### src/rtl/frag_fetch_pkg.sv
// frag_fetch_pkg: shared types and constants for the fragment instruction fetch unit.
package frag_fetch_pkg;
  typedef enum logic [1:0] {
    IDLE  = 2'd0,
    RUN   = 2'd1,
    DRAIN = 2'd2
  } fetch_state_t;
  localparam int unsigned PC_STEP   = 4;
  localparam int unsigned DEF_DEPTH = 4;
endpackage

### src/rtl/fetch_ret_buf.sv
// fetch_ret_buf: circular FIFO holding returned instruction words until the control unit takes them.
module fetch_ret_buf #(
  parameter int WIDTH = 32,
  parameter int DEPTH = 4,
  localparam int CW = $clog2(DEPTH + 1),
  localparam int AW = $clog2(DEPTH)
) (
  input  logic             clk_i,
  input  logic             rst_i,
  input  logic             push_i,
  input  logic             pop_i,
  input  logic             clear_i,
  input  logic [WIDTH-1:0] data_i,
  output logic [WIDTH-1:0] head_o,
  output logic [CW-1:0]    count_o
);
  logic [WIDTH-1:0] mem [DEPTH];
  logic [AW-1:0]    wr_q, wr_d, rd_q, rd_d;
  logic [CW-1:0]    cnt_q, cnt_d;

  always_comb begin
    wr_d  = clear_i ? '0 : wr_q + AW'(push_i);
    rd_d  = clear_i ? '0 : rd_q + AW'(pop_i);
    cnt_d = clear_i ? '0 : cnt_q + CW'(push_i) - CW'(pop_i);
  end

  always_ff @(posedge clk_i or posedge rst_i) begin
    if (rst_i) begin
      wr_q  <= '0;
      rd_q  <= '0;
      cnt_q <= '0;
    end else begin
      wr_q  <= wr_d;
      rd_q  <= rd_d;
      cnt_q <= cnt_d;
    end
  end

  // Storage needs no reset: count gates every read of it.
  always_ff @(posedge clk_i) begin
    if (push_i && !clear_i) mem[wr_q] <= data_i;
  end

  assign head_o  = mem[rd_q];
  assign count_o = cnt_q;
endmodule

### src/rtl/frag_ifetch.sv
// frag_ifetch: fetches words from instruction memory at the fragment PC and delivers them in order
// to the control unit, honouring stall back-pressure and flush redirects.
module frag_ifetch
  import frag_fetch_pkg::*;
#(
  parameter int WIDTH = 32,
  parameter int DEPTH = DEF_DEPTH
) (
  input  logic             clk_i,
  input  logic             rst_i,
  input  logic             start_i,
  input  logic [WIDTH-1:0] start_pc_i,
  input  logic             halt_i,
  output logic             busy_o,
  output logic [WIDTH-1:0] instr_o,
  output logic             valid_o,
  input  logic             stall_i,
  input  logic             flush_i,
  input  logic [WIDTH-1:0] redirect_pc_i,
  output logic [WIDTH-1:0] imem_addr_o,
  output logic             imem_req_o,
  input  logic             imem_ready_i,
  input  logic [WIDTH-1:0] imem_data_i,
  input  logic             imem_valid_i
);
  localparam int CW = $clog2(DEPTH + 1);

  fetch_state_t     state_q, state_d;
  logic [WIDTH-1:0] pc_q, pc_d, head;
  logic [CW-1:0]    inflight_q, inflight_d, discard_q, discard_d, buf_count;
  logic             flush, accept, drop, push, pop;

  assign flush  = flush_i && state_q != IDLE;
  // Credit check keeps outstanding plus buffered words within the buffer size.
  assign imem_req_o = state_q == RUN && (CW+1)'(inflight_q) + (CW+1)'(buf_count) < (CW+1)'(DEPTH);
  assign accept = imem_req_o && imem_ready_i;
  assign drop   = imem_valid_i && discard_q != '0;
  assign push   = imem_valid_i && !drop && !flush;
  assign pop    = valid_o && !stall_i && !flush;

  always_comb begin
    inflight_d = inflight_q + CW'(accept) - CW'(imem_valid_i);
    discard_d  = flush ? inflight_d : discard_q - CW'(drop);
    pc_d       = flush ? redirect_pc_i :
                 (state_q == IDLE && start_i) ? start_pc_i :
                 accept ? pc_q + WIDTH'(PC_STEP) : pc_q;
    state_d    = (state_q == IDLE && start_i) ? RUN :
                 (state_q == RUN && halt_i) ? DRAIN :
                 (state_q == DRAIN && inflight_q == '0 && buf_count == '0) ? IDLE : state_q;
  end

  always_ff @(posedge clk_i or posedge rst_i) begin
    if (rst_i) begin
      state_q    <= IDLE;
      pc_q       <= '0;
      inflight_q <= '0;
      discard_q  <= '0;
    end else begin
      state_q    <= state_d;
      pc_q       <= pc_d;
      inflight_q <= inflight_d;
      discard_q  <= discard_d;
    end
  end

  fetch_ret_buf #(.WIDTH(WIDTH), .DEPTH(DEPTH)) u_buf (
    .clk_i   (clk_i),
    .rst_i   (rst_i),
    .push_i  (push),
    .pop_i   (pop),
    .clear_i (flush),
    .data_i  (imem_data_i),
    .head_o  (head),
    .count_o (buf_count)
  );

  assign valid_o     = buf_count != '0;
  assign instr_o     = valid_o ? head : '0;
  assign busy_o      = state_q != IDLE;
  assign imem_addr_o = pc_q;
endmodule
### config.mk
export PLATFORM = sky130hd
export DESIGN_NAME = frag_ifetch
export DESIGN_NICKNAME = d
export VERILOG_FILES = /design/src/rtl/frag_fetch_pkg.sv /design/src/rtl/fetch_ret_buf.sv /design/src/rtl/frag_ifetch.sv
export SDC_FILE = /design/constraint.sdc
export NUM_CORES = 1
export LEC_CHECK = 0
export CAP_MARGIN = 20
export CELL_PAD_IN_SITES_DETAIL_PLACEMENT = 0
export CELL_PAD_IN_SITES_GLOBAL_PLACEMENT = 2
export CORE_MARGIN = 4
export CORE_UTILIZATION = 38
export CTS_CLUSTER_DIAMETER = 60
export DETAILED_ROUTE_END_ITERATION = 6
export PLACE_DENSITY = 0.95
export SYNTH_ARGS = -nofsm -noshare
export SYNTH_HDL_FRONTEND = slang
export SYNTH_SLANG_ARGS = --single-unit
### constraint.sdc
create_clock -name clk_i -period 7.81 [get_ports clk_i]
set_input_delay 1.562 -clock clk_i [delete_from_list [all_inputs] [get_ports clk_i]]
set_output_delay 1.562 -clock clk_i [all_outputs]
set_load 0.01 [all_outputs]
==> reports/qor.yml, run 1 <==
placed_cell_area_mm2: 0.009986
place.gp.congestion: 0.8897
dieArea_mm2: 0.02346
start_util_pct: 39.07
drive_gt1_share_pct: 12.08
port_buffers: 170
synth_cell_type_count: 65
drt-initial-drc-count: 291
synthFlopType: "edfxtp_1"
vias: 5448
p_seq_share_pct: 40.7
p_switching_uw: 1006
final_net_count: 857
num_antenna_cells: 0
cts.path.max_buffers: 2
synth_common_cells: "edfxtp_1 (128), dfrtp_1 (47), nand2_1 (41)"
grt_pass1_vias: 5674
wl_per_cell_um: 19.65
endpoint_kind: "flop"
yosysTopAreaCell: "edfxtp_1"
max-cap-violations: 0
leakage_uw: 0.003692
fin_crit_sh_pct: 55.17
hold_path_class: "reg2reg"
grt_max_degree: 53
rsz0062_at_grt: "false"
numCtsBuffers: 17
grt_usage_pct: 17.11
crit_chain: "clkdlybuf4s50_1 > nor3b_1 > and3_1 > inv_2 > ha_1 > inv_1 > ha_1 > inv_1 > fa_1 > xnor2_1 > nand2_1 > o21ai_0"
skew_ns: 0.01104
synth.area.top_cells: "edfxtp_1 (48%), dfrtp_1 (15%), mux4_2 (9.0%)"
synthArstFlopShare_pct: 26.86
finalSetupTns_ns: 0
fmax_mhz: 232.1
crit_required_ns: 8.14
syn_area_mm2: 0.008008
row_count: 52
synth_edf_count: 128
die_y_um: 153.2
dp_hpwl_um: 13720
utilization_pct: 51.58
slowest_delay_ns: 0.68
syn_nets: 690
netlist_instances: 573
cp_max_fo: 17
arrival_ns: 4.64
outcome: "finished, final reports clean"
synthMostInstantiatedCell: "edfxtp_1"
combPwrFrac_pct: 32.9
reg2reg_depth: 12
power_density_mw_per_mm2: 292.9
setup_viol: 0
clk_latency_ns: 0.42
drv_slew: 0
ir_drop_v: 0.0001583
coreArea_mm2: 0.02049
cts-htree-levels: 4
drt-total-wl_um: 20100
ant_nets: 0
holdBufCountCts: 0
finalHoldViolCount: 0
numPlacedInstances: 991
overflow: 0
grt_pass1_wl_um: 31610
root_buffer: "clkbuf_16"
drt_pass1_iterations: 5
tightest_slew_ns: 1.036
hold_depth: 2
final_cell_area_mm2: 0.01057
layout.cells.non_filler: 1023
cts.sinks: 175
sw_frac_of_total_pct: 32.49
area_delta_synth_final_pct: 32.02
synth_top_area_share_pct: 48.00
cts_tree: "yes"
yosysWarnings: 0
cts_resized: 0
clockPowerShare_pct: 26.5
worstSetupPathType: "in2reg"
fin_crit_ns: 4.309
via_per_inst: 5.326
yosysSeqAreaShare_pct: 62.69
power.internal_uw: 2090
io_pins: 171
route.detailed.drc: 0
path_clk_slew_ns: 0.07
synth-seq-cells: 175
worst_path_max_delay_cell: "and3_1"
hold_slack_ns: 0.4867
max-slew-margin-rel_pct: 30.75
critPathLaunchType: "input port"
antenna_found_initial: 0
die_w_um: 153.2
post_cts_buffers: 0
synth_area_per_cell_um2: 13.98
[cell usage in the layout (no fill, tap or decap), drive strengths merged, types with 3 or more instances in the layout]
cell,n
clkdlybuf4s50,170
edfxtp,128
dfrtp,47
nand2,41
and2,38
nor2,34
mux4,32
a21oi,27
inv,22
nand3,19
o21ai,19
clkbuf,17
xnor2,16
nand4,11
nor3,11
ha,11
or3,10
buf,9
and3,9
a31oi,7
xor2,7
clkinv,6
a22oi,5
a211oi,5
nor3b,5
mux2i,4
a221o,4
nor4,4
and4,3
a222oi,3
o21a,3
[power groups by stage]
stage                     registers (uW)  clock network, uW  logic, uW
after floorplan                     1260                  0        542
after global placement              1270                  0       1020
after detailed placement            1280                  0       1030
after CTS                           1260                843       1040
after global routing                1280                885       1110
final                               1260                820       1020
[flip-flops by register name, indices dropped and copies added (netlist names)]
register and count:
discard_q 3, inflight_q 3, state_q 2, u_buf.count_o 3, u_buf.mem 128, u_buf.wr_q 2
imem_addr_o 32, u_buf.rd_q 2
[final timing paths]
check,from,to,slack (ns)
max in group asynchronous,rst_i,u_buf.rd_q[0],5.73
min in group asynchronous,rst_i,imem_addr_o[5],1.62
hold reg to reg,imem_addr_o[0],imem_addr_o[0],0.49
setup / recovery,imem_ready_i,discard_q[2],3.50
hold / removal,imem_addr_o[0],imem_addr_o[0],0.49
setup reg to reg,inflight_q[2],discard_q[2],4.35
[layer usage]
| layer | vias to the layer above | track usage (%) | share of wire (%) |
|---|---|---|---|
| met5 | - | 0 | 0 |
| met4 | 0 | 4.455 | 1.1 |
| met3 | 17 | 5.457 | 7.9 |
| met2 | 214 | 27.74 | 48 |
| met1 | 2687 | 22.45 | 43 |
| li1 | 2530 | - | - |
[critical path: cells and delay by family]
| kind | cells | cell delay [ns] |
|---|---|---|
| AND/OR/NAND/NOR | 3 | 1.01 |
| buffers and inverters | 4 | 0.88 |
| adder cells (fa/ha/maj) | 3 | 0.86 |
| XOR/XNOR | 1 | 0.21 |
| AO/OA/AOI/OAI | 1 | 0.11 |
[cell families (layout without fill, tap and decap cells)]
family	count (synthesis)	after routing	share of synthesized area, %
AND/OR/NAND/NOR	191	191	13.13
flip-flops	175	175	62.69
AO/OA/AOI/OAI	91	91	7.453
buffers and inverters	44	224	2.500
multiplexers	36	36	9.500
XOR/XNOR	23	23	2.516
adder cells (fa/ha/maj)	13	13	2.219
[metrics by stage]
| step | total power, uW | setup WS (ns) |
|---|---|---|
| 6_report | 3096 | 3.501 |
| 5_1_grt | 3276 | 3.331 |
| 4_1_cts | 3137 | 3.542 |
| 3_5_place_dp | 2303 | 3.096 |
| 3_3_place_gp | 2288 | 3.216 |
| 2_1_floorplan | 1799 | 2.827 |
[area by class of cell]
type | instances | area [um2]
inverters | 13 | 48.80
flip-flops and latches | 175 | 5021
repair buffers | 179 | 1769
clock inverters | 15 | 160.2
multi-input cells | 354 | 2809
fillers | 1762 | 9923
well taps | 270 | 337.8
clock buffers | 17 | 425.4
No activity file was read; power rests on OpenSTA's default activity.
==> run 2: changes to the inputs <==
--- a/config.mk
+++ b/config.mk
@@ -9,10 +9,10 @@
 export CELL_PAD_IN_SITES_DETAIL_PLACEMENT = 0
 export CELL_PAD_IN_SITES_GLOBAL_PLACEMENT = 2
 export CORE_MARGIN = 4
-export CORE_UTILIZATION = 38
+export CORE_UTILIZATION = 35
 export CTS_CLUSTER_DIAMETER = 60
 export DETAILED_ROUTE_END_ITERATION = 6
-export PLACE_DENSITY = 0.95
+export PLACE_DENSITY = 0.9
 export SYNTH_ARGS = -nofsm -noshare
 export SYNTH_HDL_FRONTEND = slang
 export SYNTH_SLANG_ARGS = --single-unit
==> constraint.sdc (replaced) <==
create_clock -name clk_i -period 4.2 [get_ports clk_i]
set_input_delay 0.84 -clock clk_i [delete_from_list [all_inputs] [get_ports clk_i]]
set_output_delay 0.84 -clock clk_i [all_outputs]
set_load 0.01 [all_outputs]
==> run 2 against run 1 <==
Register-to-register slack got worse by 2.9 ns. Cell count increased by 2.2%. Critical path depth decreased by 8. Utilization decreased by 4.0 points. Highest routed layer unchanged. Sequential power increased by 87%. Routed wire length increased by 4.3%. Clock-buffer cell count unchanged. Non-clock buffer count increased by 6.
==> reports/qor.yml, run 2 (same netlist as run 1, synthesis figures left out) <==
start_util_pct: 35.48  # -3.6 points
area_delta_synth_final_pct: 34.19
setup_viol: 0  # unchanged
cp_max_fo: 22  # +5
coreArea_mm2: 0.02257  # +10%
holdBufCountCts: 0  # unchanged
root_buffer: "clkbuf_16"
vias: 5507  # +1.1%
clk_latency_ns: 0.43  # about the same
overflow: 0  # unchanged
num-fill-cells: 1938  # +10%
rsz0062_at_grt: "false"
largest_reg_flops: 128  # unchanged
drt-total-wl_um: 20970  # +4.3%
cp-startpoint: "u_buf.rd_q[0]"
crit_required_ns: 3.36  # -4.78 ns
drt-initial-drc-count: 353  # +21%
antenna_found_initial: 0  # unchanged
wl_per_cell_um: 20.07  # +2.1%
drive_gt1_share_pct: 12.78  # +0.69 points
power_density_mw_per_mm2: 549.4  # +88%
cts_tree: "yes"
grt_pass1_wl_um: 33490  # +5.9%
io_pins: 171  # unchanged
cts.sinks: 175  # unchanged
place.gp.congestion: 0.8662  # -2.6%
worst_path_max_delay_cell: "dfrtp_2"
grt_usage_pct: 16.67  # -0.44 points
worstReg2RegStart: "inflight_q[2]"
arrival_ns: 2.58  # -2.06 ns
drv_slew: 0  # unchanged
final_net_count: 863  # +0.70%
ir_drop_v: 0.0002898  # +83%
die_y_um: 159.3  # +4.0%
max-slew-margin-rel_pct: 46.51  # +16 points
port_buffers: 170  # unchanged
ant_nets: 0  # unchanged
finalSetupTns_ns: 0  # unchanged
hold_path_class: "reg2reg"
dieArea_mm2: 0.02536  # +8.1%
fin_crit_sh_pct: 81.51
worstSetupPathType: "reg2out"
fin_crit_ns: 3.423
reg2reg_depth: 12  # unchanged
numCtsBuffers: 17  # unchanged
row_count: 55  # +5.8%
critPathLaunchType: "flop"
die_w_um: 159.3  # +4.0%
final_cell_mix: "clkdlybuf4s50_1 (170), edfxtp_1 (128), dfrtp_1 (46), nand2_1 (41), and2_1 (37)"
cts.path.max_buffers: 2  # unchanged
dp_hpwl_um: 14300  # +4.3%
grt_pass1_vias: 5751  # +1.4%
max-cap-violations: 0  # unchanged
cts_resized: 0  # unchanged
outcome: "finished, final reports clean"
endpoint_kind: "output pin"
route.detailed.drc: 0  # unchanged
slowest_delay_ns: 0.65  # -0.03 ns
placed_cell_area_mm2: 0.01007  # +0.83%
fmax_mhz: 292.1
crit_chain: "buf_12 > mux4_2 > and2_1 > clkdlybuf4s50_1"
leakage_uw: 0.003755  # +1.7%
final_common_cell: "clkdlybuf4s50_1"
grt_max_degree: 52  # -1.9%
hold_depth: 2  # unchanged
skew_ns: 0.01115  # +0.0001141 ns
hp-start: "imem_addr_o[1]"
cts-htree-levels: 4  # unchanged
regMostFlops: "u_buf.mem"
drt_pass1_iterations: 5  # unchanged
final_cell_area_mm2: 0.01075  # +1.6%
finalHoldViolCount: 0  # unchanged
path_clk_slew_ns: 0.07  # about the same
post_cts_buffers: 0  # unchanged
tightest_slew_ns: 0.8016  # -0.2348 ns
via_per_inst: 5.270  # -1.0%
-- run 2: area by class of cell --
| class | count | area [um2] | share of cell area [%] |
|---|---|---|---|
| flip-flops and latches | 175 | 5021 | 46.73 |
| repair buffers | 185 | 1872 | 17.42 |
| clock buffers | 17 | 425.4 | 3.959 |
| multi-input cells | 354 | 2818 | 26.22 |
| inverters | 13 | 48.80 | 0.4541 |
| diodes | 1 | 2.502 | 0.02329 |
| clock inverters | 15 | 201.4 | 1.875 |
| well taps | 285 | 356.6 | 3.319 |
-- run 2: worst paths after layout --
kind | to | slack [ns]
max | instr_o[28] | 0.78
min | imem_addr_o[1] | 0.49
max reg2reg | discard_q[2] | 1.43
min reg2reg | imem_addr_o[1] | 0.49
max in group asynchronous | u_buf.rd_q[0] | 3.00
min in group asynchronous | imem_addr_o[4] | 0.68
-- run 2: worst max-delay path: cells and delay by family (launching register included) --
kind | cells | cell delay [ns]
buf+inv | 2 | 0.76
flops | 1 | 0.65
mux | 1 | 0.56
simple gates | 1 | 0.18
-- run 2: through the flow --
stage / hold slack, ns / cells / power (uW) / worst slack [ns] / util [%]
floorplan: 0.4994 / 573 / 3345 / 0.9865 / -
global placement: 0.4665 / 1010 / 4268 / 0.9559 / 44.61
detailed placement: 0.4767 / 1010 / 4302 / 0.8786 / 44.61
CTS: 0.4951 / 1042 / 5930 / 0.6789 / 47.38
global route: 0.5173 / 1044 / 6234 / 0.6010 / 47.59
finish: 0.4886 / 1045 / 5904 / 0.7765 / 47.61
-- run 2: layer usage --
| metal | track usage (%) | wire length (um) | vias to the layer above |
|---|---|---|---|
| met3 | 4.737 | 1401 | 13 |
| met2 | 27.71 | 10180 | 189 |
| met4 | 3.550 | 157 | 0 |
| li1 | - | - | 2557 |
| met1 | 22.00 | 9234 | 2748 |
| met5 | 0 | 0 | - |
-- run 2: report_power, final --
group | switching, uW | internal (uW)
sequential | 308 | 2060
clock | 792 | 823
combinational | 847 | 1080
total | 1950 | 3960
==> run 3: changes to the inputs <==
--- a/config.mk
+++ b/config.mk
@@ -9,10 +9,10 @@
 export CELL_PAD_IN_SITES_DETAIL_PLACEMENT = 0
 export CELL_PAD_IN_SITES_GLOBAL_PLACEMENT = 2
 export CORE_MARGIN = 4
-export CORE_UTILIZATION = 35
+export CORE_UTILIZATION = 31
 export CTS_CLUSTER_DIAMETER = 60
 export DETAILED_ROUTE_END_ITERATION = 6
-export PLACE_DENSITY = 0.9
+export PLACE_DENSITY = 0.85
 export SYNTH_ARGS = -nofsm -noshare
 export SYNTH_HDL_FRONTEND = slang
 export SYNTH_SLANG_ARGS = --single-unit
==> constraint.sdc (replaced) <==
create_clock -name clk_i -period 2.9 [get_ports clk_i]
set_input_delay 0.58 -clock clk_i [delete_from_list [all_inputs] [get_ports clk_i]]
set_output_delay 0.58 -clock clk_i [all_outputs]
set_load 0.01 [all_outputs]
==> run 3 against run 2 <==
Routed wire length grew 0.67%. Cell count increased by 5.3%. Critical path depth unchanged. Die area grew 12%. Global-route usage shrank 1.8 points. Clock skew grew 0.0049 ns. Largest power group unchanged. Clock power is 49% higher.
==> reports/qor.yml, run 3 (same netlist as run 1, synthesis figures left out) <==
finalHoldViolCount: 0  # unchanged
finalSetupTns_ns: 0  # unchanged
port_buffers: 170  # unchanged
vias: 5389  # -2.1%
numCtsBuffers: 17  # unchanged
drv_slew: 0  # unchanged
ir_drop_v: 0.0003427  # +18%
dp_hpwl_um: 14340  # +0.29%
setup_viol: 0  # unchanged
cts_tree: "yes"
finalPower_uw: 8633  # +46%
crit_chain: "buf_4 > mux4_2 > and2_1 > clkdlybuf4s50_1"
route.detailed.drc: 0  # unchanged
io_pins: 171  # unchanged
cts-htree-levels: 4  # unchanged
coreArea_mm2: 0.02533  # +12%
root_buffer: "clkbuf_16"
wl_per_cell_um: 19.19  # -4.4%
cts.sinks: 175  # unchanged
cts.path.max_buffers: 2  # unchanged
largest_reg_flops: 128  # unchanged
tightest_slew_ns: 0.5110  # -0.2906 ns
row_count: 58  # +5.5%
overflow: 0  # unchanged
skew_ns: 0.01604  # +0.004890 ns
drt-initial-drc-count: 368  # +4.2%
via_per_inst: 4.899  # -7.0%
rsz0062_at_grt: "true"
dieArea_mm2: 0.02847  # +12%
antenna_found_initial: 1  # +1
drt_pass1_iterations: 4  # -1
hold_depth: 2  # unchanged
grt_max_degree: 48  # -7.7%
fin_crit_sh_pct: 97.63
fin_crit_ns: 2.831
place.gp.congestion: 0.8049  # -7.1%
drive_gt1_share_pct: 13.91  # +1.1 points
leakage_uw: 0.003919  # +4.4%
worstSetupPathType: "reg2out"
reg2reg_depth: 12  # unchanged
ant_nets: 0  # unchanged
grt_pass1_vias: 5625  # -2.2%
outcome: "finished, final reports clean"
area_delta_synth_final_pct: 36.80
arrival_ns: 2.25  # -0.33 ns
path_clk_slew_ns: 0.08  # about the same
grt_usage_pct: 14.87  # -1.8 points
clk_latency_ns: 0.44  # about the same
die_w_um: 168.7  # +5.9%
max-slew-margin-rel_pct: 65.81  # +19 points
start_util_pct: 31.62  # -3.9 points
final_common_cell: "clkdlybuf4s50_1"
endpoint_kind: "output pin"
power_density_mw_per_mm2: 788.1  # +43%
final_net_count: 873  # +1.2%
max-cap-violations: 0  # unchanged
regMostFlops: "u_buf.mem"
die_y_um: 168.7  # +5.9%
worst_path_max_delay_cell: "mux4_2"
slowest_delay_ns: 0.50  # -0.15 ns
critPathLaunchType: "flop"
fmax_mhz: 353.2
cp_max_fo: 5  # -77%
drt-total-wl_um: 21110  # +0.67%
utilization_pct: 43.25  # -4.4 points
crit_required_ns: 2.32  # -1.04 ns
grt_pass1_wl_um: 33060  # -1.3%
hold_path_class: "reg2reg"
final_cell_mix: "clkdlybuf4s50_1 (163), edfxtp_1 (128), dfrtp_1 (46), nand2_1 (41), and2_1 (37)"
-- run 3: cell count changes in the layout (fill, tap and decap cells not counted), sizes merged --
cell,before,now
dlymetal6s2s,0,6
buf,15,24
clkbuf,17,18
inv,20,21
clkinv,8,7
dlygate4sd2,0,1
clkdlybuf4s50,170,163
-- run 3: layout make-up --
type                    count  area (um2)
multi-input cells         354        2808
repair buffers            195        2024
flip-flops and latches    175        5021
fillers                  2291       14370
clock inverters            15       211.5
diodes                      1       2.502
well taps                 330       412.9
inverters                  13       48.80
clock buffers              17       425.4
-- run 3: path summary, 6_finish.rpt --
kind                                     start                to  slack (ns)
worst max register to register   inflight_q[2]      discard_q[2]        0.36
min in group asynchronous                rst_i  u_buf.count_o[1]        0.51
max in group asynchronous                rst_i     u_buf.rd_q[0]        2.13
worst max-delay path             u_buf.rd_q[0]        instr_o[6]        0.07
worst min register to register  imem_addr_o[1]    imem_addr_o[1]        0.48
worst min-delay path            imem_addr_o[1]    imem_addr_o[1]        0.48
-- run 3: critical path, delay by kind of cell (launching register included) --
| kind | cells | cell delay (ns) |
|---|---|---|
| muxes | 1 | 0.50 |
| DFF | 1 | 0.45 |
| and+or+nand+nor | 1 | 0.17 |
| buffers and inverters | 2 | 0.70 |
-- run 3: routing by layer --
layer  part of all wire [%]  GRT usage, %
met1                     44         20.00
met2                     51         24.88
met3                    3.8         2.709
met4                    1.1         4.058
met5                      0             0
-- run 3: power breakdown --
| group | switching (uW) | internal [uW] |
|---|---|---|
| clock | 1190 | 1210 |
| combinational | 1270 | 1590 |
| sequential | 403 | 2980 |
-- run 3: what timing repair did --
action | 4_1_cts | 5_1_grt
setup buffers | 0 | 2
gates resized for setup | 1 | 7
endpoints found under the setup margin | 1 | 31
gates cloned | 0 | 1
hold buffers | 0 | 0
-- run 3: metrics by stage --
step / worst slack [ns] / instances / hold WS [ns] / instance area (um2)
global route: -0.009825 / 1100 / 0.5380 / 10950
global placement: 0.07702 / 1064 / 0.4618 / 10260
detailed placement: 0.06324 / 1064 / 0.4724 / 10260
finish: 0.06869 / 1100 / 0.4845 / 10950
floorplan: 0.02384 / 573 / 0.4994 / 8018
CTS: 0.0008091 / 1096 / 0.4921 / 10890
